### src/rtl/note_detect.sv
// Measures the high-phase width of a square-wave tone in tick units and scans
// the frequency table (bank 0 then bank 1) for the first entry within TOL.
module note_detect #(
  parameter int TOL       = 1,
  parameter int MIN_COUNT = 8
) (
  input  logic       clk,
  input  logic       rst,
  input  logic       tick_en,
  input  logic       audio_in,
  output logic [3:0] db_address,
  output logic       db_is_highkey,
  input  logic [7:0] db_entry,
  output logic       note_valid,
  output logic       note_hit,
  output logic [3:0] note_addr,
  output logic       note_highkey,
  output logic [7:0] note_count
);

  typedef enum logic [1:0] {IDLE, MEASURE, SCAN, DONE} state_t;

  localparam logic [3:0] LAST_ADDR = 4'd12;

  state_t     state_reg, state_next;
  logic       sync1_reg, sync2_reg, prev_reg;
  logic [7:0] count_reg, count_next;
  logic [3:0] addr_reg, addr_next;
  logic       bank_reg, bank_next;
  logic       hit_reg, hit_next;
  logic [3:0] naddr_reg, naddr_next;
  logic       nbank_reg, nbank_next;
  logic [7:0] ncount_reg, ncount_next;

  logic       rise;
  logic [8:0] count9, entry9, diff;
  logic       is_match;

  always_ff @(posedge clk) begin
    if (rst) begin
      sync1_reg <= 1'b0;
      sync2_reg <= 1'b0;
      prev_reg  <= 1'b0;
    end else begin
      sync1_reg <= audio_in;
      sync2_reg <= sync1_reg;
      prev_reg  <= sync2_reg;
    end
  end

  assign rise = sync2_reg & ~prev_reg;

  // Unsigned 9-bit absolute difference so the comparison never wraps.
  assign count9   = {1'b0, count_reg};
  assign entry9   = {1'b0, db_entry};
  assign diff     = (count9 >= entry9) ? (count9 - entry9) : (entry9 - count9);
  assign is_match = (diff <= 9'(TOL));

  always_ff @(posedge clk) begin
    if (rst) begin
      state_reg  <= IDLE;
      count_reg  <= 8'd0;
      addr_reg   <= 4'd0;
      bank_reg   <= 1'b0;
      hit_reg    <= 1'b0;
      naddr_reg  <= 4'd0;
      nbank_reg  <= 1'b0;
      ncount_reg <= 8'd0;
    end else begin
      state_reg  <= state_next;
      count_reg  <= count_next;
      addr_reg   <= addr_next;
      bank_reg   <= bank_next;
      hit_reg    <= hit_next;
      naddr_reg  <= naddr_next;
      nbank_reg  <= nbank_next;
      ncount_reg <= ncount_next;
    end
  end

  always_comb begin
    state_next  = state_reg;
    count_next  = count_reg;
    addr_next   = 4'd0;
    bank_next   = 1'b0;
    hit_next    = hit_reg;
    naddr_next  = naddr_reg;
    nbank_next  = nbank_reg;
    ncount_next = ncount_reg;

    case (state_reg)
      IDLE: begin
        // The rise cycle already has sync high, so it contributes its tick here;
        // otherwise the counter stays cleared.
        count_next = (rise && tick_en) ? 8'd1 : 8'd0;
        if (rise) begin
          state_next = MEASURE;
        end
      end

      MEASURE: begin
        if (!sync2_reg) begin
          if (count_reg < 8'(MIN_COUNT)) begin
            hit_next    = 1'b0;
            naddr_next  = 4'd0;
            nbank_next  = 1'b0;
            ncount_next = count_reg;
            state_next  = DONE;
          end else begin
            state_next = SCAN;
          end
        end else if (tick_en && (count_reg != 8'hFF)) begin
          count_next = count_reg + 8'd1;
        end
      end

      SCAN: begin
        if (is_match) begin
          hit_next    = 1'b1;
          naddr_next  = addr_reg;
          nbank_next  = bank_reg;
          ncount_next = count_reg;
          state_next  = DONE;
        end else if (addr_reg == LAST_ADDR) begin
          if (bank_reg) begin
            hit_next    = 1'b0;
            naddr_next  = 4'd0;
            nbank_next  = 1'b0;
            ncount_next = count_reg;
            state_next  = DONE;
          end else begin
            bank_next = 1'b1;
            addr_next = 4'd0;
          end
        end else begin
          bank_next = bank_reg;
          addr_next = addr_reg + 4'd1;
        end
      end

      DONE: begin
        count_next = 8'd0;
        state_next = IDLE;
      end

      default: state_next = IDLE;
    endcase
  end

  assign db_address    = addr_reg;
  assign db_is_highkey = bank_reg;
  assign note_valid    = (state_reg == DONE) && !rst;
  assign note_hit      = hit_reg;
  assign note_addr     = naddr_reg;
  assign note_highkey  = nbank_reg;
  assign note_count    = ncount_reg;

endmodule

### config.mk
export PLATFORM = sky130hd
export DESIGN_NAME = note_detect
export DESIGN_NICKNAME = d
export VERILOG_FILES = /design/src/rtl/note_detect.sv
export SDC_FILE = /design/constraint.sdc
export NUM_CORES = 1
export LEC_CHECK = 0
export CAP_MARGIN = 10
export CELL_PAD_IN_SITES_DETAIL_PLACEMENT = 0
export CELL_PAD_IN_SITES_GLOBAL_PLACEMENT = 1
export CORE_MARGIN = 2
export CORE_UTILIZATION = 46
export CTS_BUF_LIST = sky130_fd_sc_hd__clkbuf_4
export CTS_CLUSTER_SIZE = 30
export DETAILED_ROUTE_END_ITERATION = 8
export HOLD_SLACK_MARGIN = 0.12
export PLACE_DENSITY_LB_ADDON = 0.1
export SYNTH_ARGS = -nofsm -noshare
export SYNTH_HDL_FRONTEND = slang
export SYNTH_SLANG_ARGS = --single-unit
### constraint.sdc
create_clock -name clk -period 5.09 [get_ports clk]
set_input_delay 0.509 -clock clk [delete_from_list [all_inputs] [get_ports clk]]
set_output_delay 0.509 -clock clk [all_outputs]
set_load 0.1 [all_outputs]
* Word level (Yosys, flattened, before mapping) *
Index checks and enable logic that the tools add are counted.

word-level totals
  logic and storage cells = 78
  bits in registers = 32

cells by class
  reductions and logical operators = 12
  multiplexer cells = 33
  equality and inequality tests = 12
  bitwise operators = 3
  $lt $le $gt $ge = 3
  $add $sub $neg = 4

operator list
  cell                                                                          number
  8-bit 2-to-1 mux                                                              7
  8-bit one-hot mux with 3 select lines                                         1
  4-bit 2-to-1 mux                                                              5
  8-bit by 8-bit subtractor with 9-bit output                                   2
  8-bit one-hot mux with 2 select lines                                         1
  2-bit 2-to-1 mux                                                              5
  2-bit != test, second input constant                                          5
  9-bit by 1-bit <= comparator with 1-bit output, second input constant         1
  1-bit 2-to-1 mux                                                              9
  9-bit 2-to-1 mux                                                              1
  8-bit by 1-bit adder with 8-bit output, second input constant                 1
  8-bit >= comparator                                                           1
  8-bit by 4-bit less-than comparator with 1-bit output, second input constant  1
  8-bit != test, second input constant                                          1
  2-bit one-hot mux with 4 select lines                                         1
  4-bit one-hot mux with 2 select lines                                         1
  3-bit != test, second input constant                                          2
  5-bit AND reduction                                                           1
  4-bit by 1-bit adder with 4-bit output, second input constant                 1
  2-bit equality test, second input constant                                    2
  4-bit equality test, second input constant                                    1
  1-bit one-hot mux with 2 select lines                                         2
  4-bit AND reduction                                                           1
  4-bit OR reduction                                                            1
  other kinds (10)                                                              13

* Logic depth before layout (Yosys ltp) *
Gate-level depths: netlist of run 1.

  depth in word-level cells = 5
  depth in mapped cells = 12

* Worst setup path before layout of run 1 *
OpenSTA, ideal clock, no wires.

  path type = input-to-reg
  start point = input port db_entry[0]
  end point = register addr_reg[0] (netlist: db_address[0])
  slack = 1925 ps
  stages = 11
  arrival = 3006 ps
  setup time = 159 ps
  path buffers = 0
  cell sequence = inv_1 ha_1 inv_1 fa_1 xor2_2 a2111oi_4 o311ai_1 or4_4 or4_1 nand4_2 nor2_1

on the way
  longest elaborated chain between the ends = 4
  elaborated cells on any way between the ends = 6
  those cells by class = add/sub: 2; order compare: 2; mux: 1; reduce/logical: 1

RTL lines
  item                                                                                       RTL line  text
  from (decl)                                                                                13        input logic [7:0] db_entry,
  8-bit by 8-bit subtractor with 9-bit output / 8-bit >= comparator (equally long branches)  56        assign diff = (count9 >= entry9) ? (count9 - entry9) : (entry9 - count9);
  9-bit 2-to-1 mux *                                                                         56
  9-bit by 1-bit <= comparator with 1-bit output *                                           57        assign is_match = (diff <= 9'(TOL));
  4-bit OR reduction (no line) *                                                             --
  to (signal assigned)                                                                       72        addr_reg <= addr_next;
  to (decl)                                                                                  28        logic [3:0] addr_reg, addr_next;

Mark *: on every way between the ends. The rest lies on a longest branch, timed or not.
A chain may end at the register's enable or synchronous reset.

* Final worst setup path of run 1 *
  start point = input port db_entry[0]
  end point = register ncount_reg[1] (netlist: note_count[1])

on the way
  longest elaborated chain between the ends = 5
  elaborated cells on any way between the ends = 10
  those cells by class = add/sub: 2; order compare: 2; eq/ne: 2; mux: 3; reduce/logical: 1

RTL lines
  item                                                                                           RTL line  text
  8-bit by 8-bit subtractor with 9-bit output / 8-bit >= comparator (equally long branches)      56
  9-bit 2-to-1 mux *                                                                             56
  9-bit by 1-bit <= comparator with 1-bit output *                                               57
  3-bit != test (no line) / 8-bit 2-to-1 mux (equally long branches)                             --
  5-bit AND reduction (no line) / 8-bit one-hot mux with 2 select lines (equally long branches)  --
  to (signal assigned)                                                                           77        ncount_reg <= ncount_next;
  to (decl)                                                                                      33        logic [7:0] ncount_reg, ncount_next;

Marks and branches as above.

==> reports/results.tsv, run 1 <==
metric	value	unit
die_h	76.6	um
drv_slew	0	
coreArea	0.00511	mm2
numCtsBuffers	5	
grt_overflow	0	
insertion_delay	0.34	ns
cts.repair.resized	0	
place.gp.congestion	0.787	
drcViolationCount	0	
antenna_found_initial	0	
postCtsSetupBuffers	0	
met3_usage	3.32	%
yosys_warnings	0	
leakagePower	1.01	nW
fin_setup_tns	0	ns
cts_htree_levels	2	
synthCells	289	
die_area	0.00587	mm2
seqPwrFrac	35.4	%
finClkSkew	0.00696	ns
ir_worst_vdd	192	uV
switchingPower	0.000296	W
netlist_area	0.00243	mm2
clockBufferDepth	2	
cts_root_buf	clkbuf_4	
grt_pass1_wl	9.46	mm
rows	26	
globalRouteTotalUtil	20.0	%
cts.sinks	32	
reg2reg_depth	10	
fin_util	54.7	%
top_level_ports	32	
grt_use_met2	33.1	%
grt_max_degree	21	
cp_data_required_time	5.37	ns
crit_fanout	13	
worstSetupPathType	in -> reg	
drive_gt1_share	8.52	%
syn_nets	327	
top_usage_layer	met2	
pwr_density_cell	284	mW/mm2
hold_end	note_hit	
die-width	76.6	um
r2r-start	count_reg[0]	
yosysSeqAreaShare	26.4	%
tightest_slew	0.974	ns
fin_crit_sh	68.0	%
arrival	3.74	ns
instances_no_fill	387	
hold_viol_final	0	
setup_viol	0	
cts_tree	yes	
synth_common_cells	inv_1 (41), dfxtp_1 (32), nor2_1 (26), ha_1 (24), nand2_1 (24)	
r2r_end	note_count[1]	
hp-start	note_hit	
grt_use_met1	26.6	%
synth_flop_cell	dfxtp_1	
status	finished, final reports clean	
post_drt_wl_per_cell	13.9	um
hpwl	4.19	mm
diodes	0	
vias_per_cell	5.41	
area.growth.synth_to_final	15.2	%
vias	2095	
drt_pass1_iterations	4	
synth_edf_count	0	
period_minus_slack	3.46	ns
cts_hold_buf	0	
yosysMostFrequentCell	inv_1	
synth_top_area_share	26.4	%
cts.reportedPaths.clkPinSlew	0.11	ns
timing.max_slew.rel_slack	34.9	%
ff2ff_setup_slack	1.77	ns
p_int	0.000496	W
synth_cell_types	64	
syn_area_per_cell	8.39	um2
pwr-share-clk	25.2	%
n_fill_cell	531	
placed_cells	379	
max-cap-violations	0	
grt_pass1_vias	2001	
routed_wl	5.37	mm
nets	354	
hp-class	reg -> reg	
endpoint_kind	register	
yosysTopAreaCell	dfxtp_1	
critical_path.startpoint_type	input pin	
synthArstFlopShare	0	%
port_buffers	31	
sw_frac_of_total	37.4	%
initial_core_util	47.5	%
fmax	0.289	GHz
hold-path-cell-count	2	
ant_nets	0	
ys_ff_latch	32	
p_comb_share	39.4	%
synth_area_leaders	dfxtp_1 (26%), ha_1 (12%), inv_1 (6.3%), nor2_1 (4.0%), mux2i_1 (3.7%)	
drt_iter0_drc	117	
rsz0062_at_grt	no	
==> cells in the final DEF, fill, tap and decap left out, drive strengths merged, types with 3 or more instances in the layout <==
master	count
mux2i	9
nor2	26
o21ai	14
dfxtp	32
or4	4
o211ai	3
xor2	4
nor2b	6
inv	41
nand2	24
nand4	5
nand2b	3
o32ai	5
clkdlybuf4s50	31
nor3	5
ha	24
clkbuf	6
a21oi	14
a211oi	3
xnor2	8
nand3	9
o31a	4
==> cell type report <==
type                            instances  area, um2  area share, %
Inverter                               41        154           5.51
Multi-Input combinational cell        205       1520           54.5
Clock buffer                            6       45.0           1.61
Timing Repair Buffer                   31        310           11.1
Sequential cell                        32        641           22.9
Tap cell                               70       87.6           3.13
Clock inverter                          2       35.0           1.25
==> power groups by stage <==
stage	logic [W]	clock network, W	registers [W]
global route	0.000347	0.000216	0.000284
floorplan	0.000260	0	0.000298
detailed placement	0.000312	0	0.000287
global placement	0.000313	0	0.000287
finish	0.000312	0.000199	0.000281
CTS	0.000314	0.000204	0.000281
==> worst max path at each step <==
stage                           start             to  slack, ns  cells past startpoint
after floorplan           db_entry[0]  db_address[0]       1.93                     11
after global placement    db_entry[0]  note_count[0]       1.35                     12
after detailed placement  db_entry[0]  note_count[1]       1.30                     12
after CTS                 db_entry[0]  note_count[1]       1.65                     12
after global routing      db_entry[0]  note_count[3]       1.41                     12
final                     db_entry[0]  note_count[1]       1.63                     12
==> metal layers <==
| layer | vias up | wire, um |
|---|---|---|
| met5 | - | 0 |
| met4 | 0 | 76 |
| met3 | 7 | 225 |
| met2 | 48 | 2460 |
| met1 | 981 | 2610 |
| li1 | 1059 | - |
==> kinds of logic (layout without fill, tap and decap cells) <==
kind of cell,Yosys count,in the layout,share of synthesized area [%]
and+or+nand+nor,93,93,20.1
DFF,32,32,26.4
muxes,9,9,3.71
adders and majority gates,26,26,14.0
buffers and inverters,52,80,10.9
AOI/OAI and AO/OA,65,65,20.3
xor gates and xnor gates,12,12,4.64
==> critical path: stages <==
cell	delay, ns
clkdlybuf4s50_1	0.42
inv_1	0.06
ha_1	0.15
inv_1	0.05
fa_1	0.44
xor2_2	0.21
a2111oi_4	0.29
o311ai_1	0.16
or4_4	0.55
nor4_4	0.37
o31a_4	0.30
mux2i_1	0.21
==> per-stage QoR <==
stage	setup WS, ns	hold slack, ns	instance area, um2	total power, W
5_1_grt	1.41	0.479	2790	0.000847
3_5_place_dp	1.30	0.444	2710	0.000599
6_report	1.63	0.459	2790	0.000792
3_3_place_gp	1.35	0.437	2710	0.000600
2_1_floorplan	1.93	0.414	2430	0.000558
4_1_cts	1.65	0.465	2790	0.000800
Note: power is estimated with default switching activity, not from simulation.
==> inputs of run 2 (changes only) <==
--- a/config.mk
+++ b/config.mk
@@ -9,7 +9,7 @@
 export CELL_PAD_IN_SITES_DETAIL_PLACEMENT = 0
 export CELL_PAD_IN_SITES_GLOBAL_PLACEMENT = 1
 export CORE_MARGIN = 2
-export CORE_UTILIZATION = 46
+export CORE_UTILIZATION = 43
 export CTS_BUF_LIST = sky130_fd_sc_hd__clkbuf_4
 export CTS_CLUSTER_SIZE = 30
 export DETAILED_ROUTE_END_ITERATION = 8
==> constraint.sdc (replaced) <==
create_clock -name clk -period 3.3 [get_ports clk]
set_input_delay 0.33 -clock clk [delete_from_list [all_inputs] [get_ports clk]]
set_output_delay 0.33 -clock clk [all_outputs]
set_load 0.1 [all_outputs]
==> run 2 against run 1 <==
Sequential power up 53%. Sequential share of layout area fell by 1.3 points. Count of clock-buffer cells in the layout fell by 1. Utilization decreased by 0.57 points. Power rose by 49%. Routed wire length grew 4.9%. Critical path type unchanged.
==> reports/results.tsv, run 2 (same netlist as run 1, synthesis figures left out) <==
metric	value	unit
ir_worst_vdd	239	uV
period_minus_slack	3.13	ns
max-cap-violations	0	
setup_viol	0	
cp_data_required_time	3.55	ns
hp-class	reg -> reg	
grt_overflow	0	
timing.max_slew.rel_slack	34.4	%
n_fill_cell	556	
timing.hold.ws	0.445	ns
hpwl	4.35	mm
pwr_density_cell	398	mW/mm2
cts_tree	yes	
drt_iter0_drc	136	
cts_htree_levels	2	
insertion_delay	0.32	ns
die_h	79.1	um
drive_gt1_share	16.2	%
status	finished, final reports clean	
rows	27	
vias	2139	
routed_wl	5.64	mm
layout_commonest_cell	inv_1	
fin_util	54.1	%
grt_max_degree	21	
area.growth.synth_to_final	22.1	%
drcViolationCount	0	
crit_fanout	7	
nets	379	
drt_pass1_iterations	4	
top_level_ports	32	
globalRouteTotalUtil	19.3	%
cts_root_buf	clkbuf_4	
diodes	0	
die-width	79.1	um
hold_viol_final	0	
fin_setup_tns	0	ns
drv_slew	0	
coreArea	0.00547	mm2
clockBufferDepth	2	
rsz0062_at_grt	no	
worstSetupPathType	in -> reg	
tightest_slew	0.981	ns
fin_crit_sh	95.0	%
grt_pass1_wl	9.58	mm
final_cell_mix	inv_1 (41), dfxtp_1 (31), clkdlybuf4s50_1 (29), nor2_1 (26), buf_4 (25)	
critical_path.startpoint_type	input pin	
antenna_found_initial	0	
finClkSkew	0.00212	ns
leakagePower	1.12	nW
place.gp.congestion	0.855	
post_drt_wl_per_cell	13.7	um
initial_core_util	44.3	%
vias_per_cell	5.20	
endpoint_kind	register	
arrival	3.38	ns
postCtsSetupBuffers	0	
cts.reportedPaths.clkPinSlew	0.09	ns
cts.sinks	32	
ant_nets	0	
die_area	0.00626	mm2
grt_pass1_vias	2031	
port_buffers	31	
fmax	0.319	GHz
numCtsBuffers	5	
[run 2: layout make-up]
class / instances / area [um2] / area share, %
well taps: 72 / 90.1 / 3.04
inverters: 41 / 154 / 5.19
multi-input cells: 206 / 1550 / 52.3
flip-flops and latches: 32 / 642 / 21.7
clock buffers: 5 / 37.5 / 1.27
repair buffers: 55 / 490 / 16.6
[run 2: path summary, 6_finish.rpt]
kind,startpoint,end,slack (ns),depth (start not counted)
max reg2reg,count_reg[0],note_count[4],0.20,10
min reg2reg,sync1_reg,sync2_reg,0.44,1
min,sync1_reg,sync2_reg,0.44,1
max,db_entry[1],note_count[4],0.17,11
[run 2: layer usage]
layer | up-vias | global-route usage (%) | part of all wire [%]
met5 | - | 0 | 0
met4 | 0 | 3.62 | 0.51
met3 | 4 | 3.86 | 5.0
met2 | 59 | 30.1 | 45
met1 | 971 | 27.8 | 50
li1 | 1105 | - | -
[run 2: power by group]
group	switching [W]	leakage [nW]	total, W	internal, W
sequential	0.0000204	0.259	0.000429	0.000408
clock	0.000120	0.0230	0.000191	0.0000711
combinational	0.000319	0.839	0.000560	0.000241
[run 2: critical path: stages]
cell and delay (ns):
clkdlybuf4s50_1 0.56, inv_1 0.10, fa_1 0.47, a21o_2 0.22
a21oi_2 0.19, o22ai_1 0.10, or4_2 0.70, nor3_2 0.13
buf_4 0.17, o31a_4 0.21, mux2i_1 0.21
[run 2: repair_timing]
item,CTS,global route
hold buffers,0,0
setup endpoints to repair,0,20
resized for setup,0,7
[run 2: per-stage QoR]
stage	instances	setup WS [ns]	instance area [um2]	power, W
2_1_floorplan	289	0.298	2430	0.000861
3_3_place_gp	405	-0.261	2890	0.000972
3_5_place_dp	405	-0.337	2890	0.000974
4_1_cts	410	0.0183	2930	0.00117
5_1_grt	411	0.00132	2960	0.00127
6_report	411	0.166	2960	0.00118
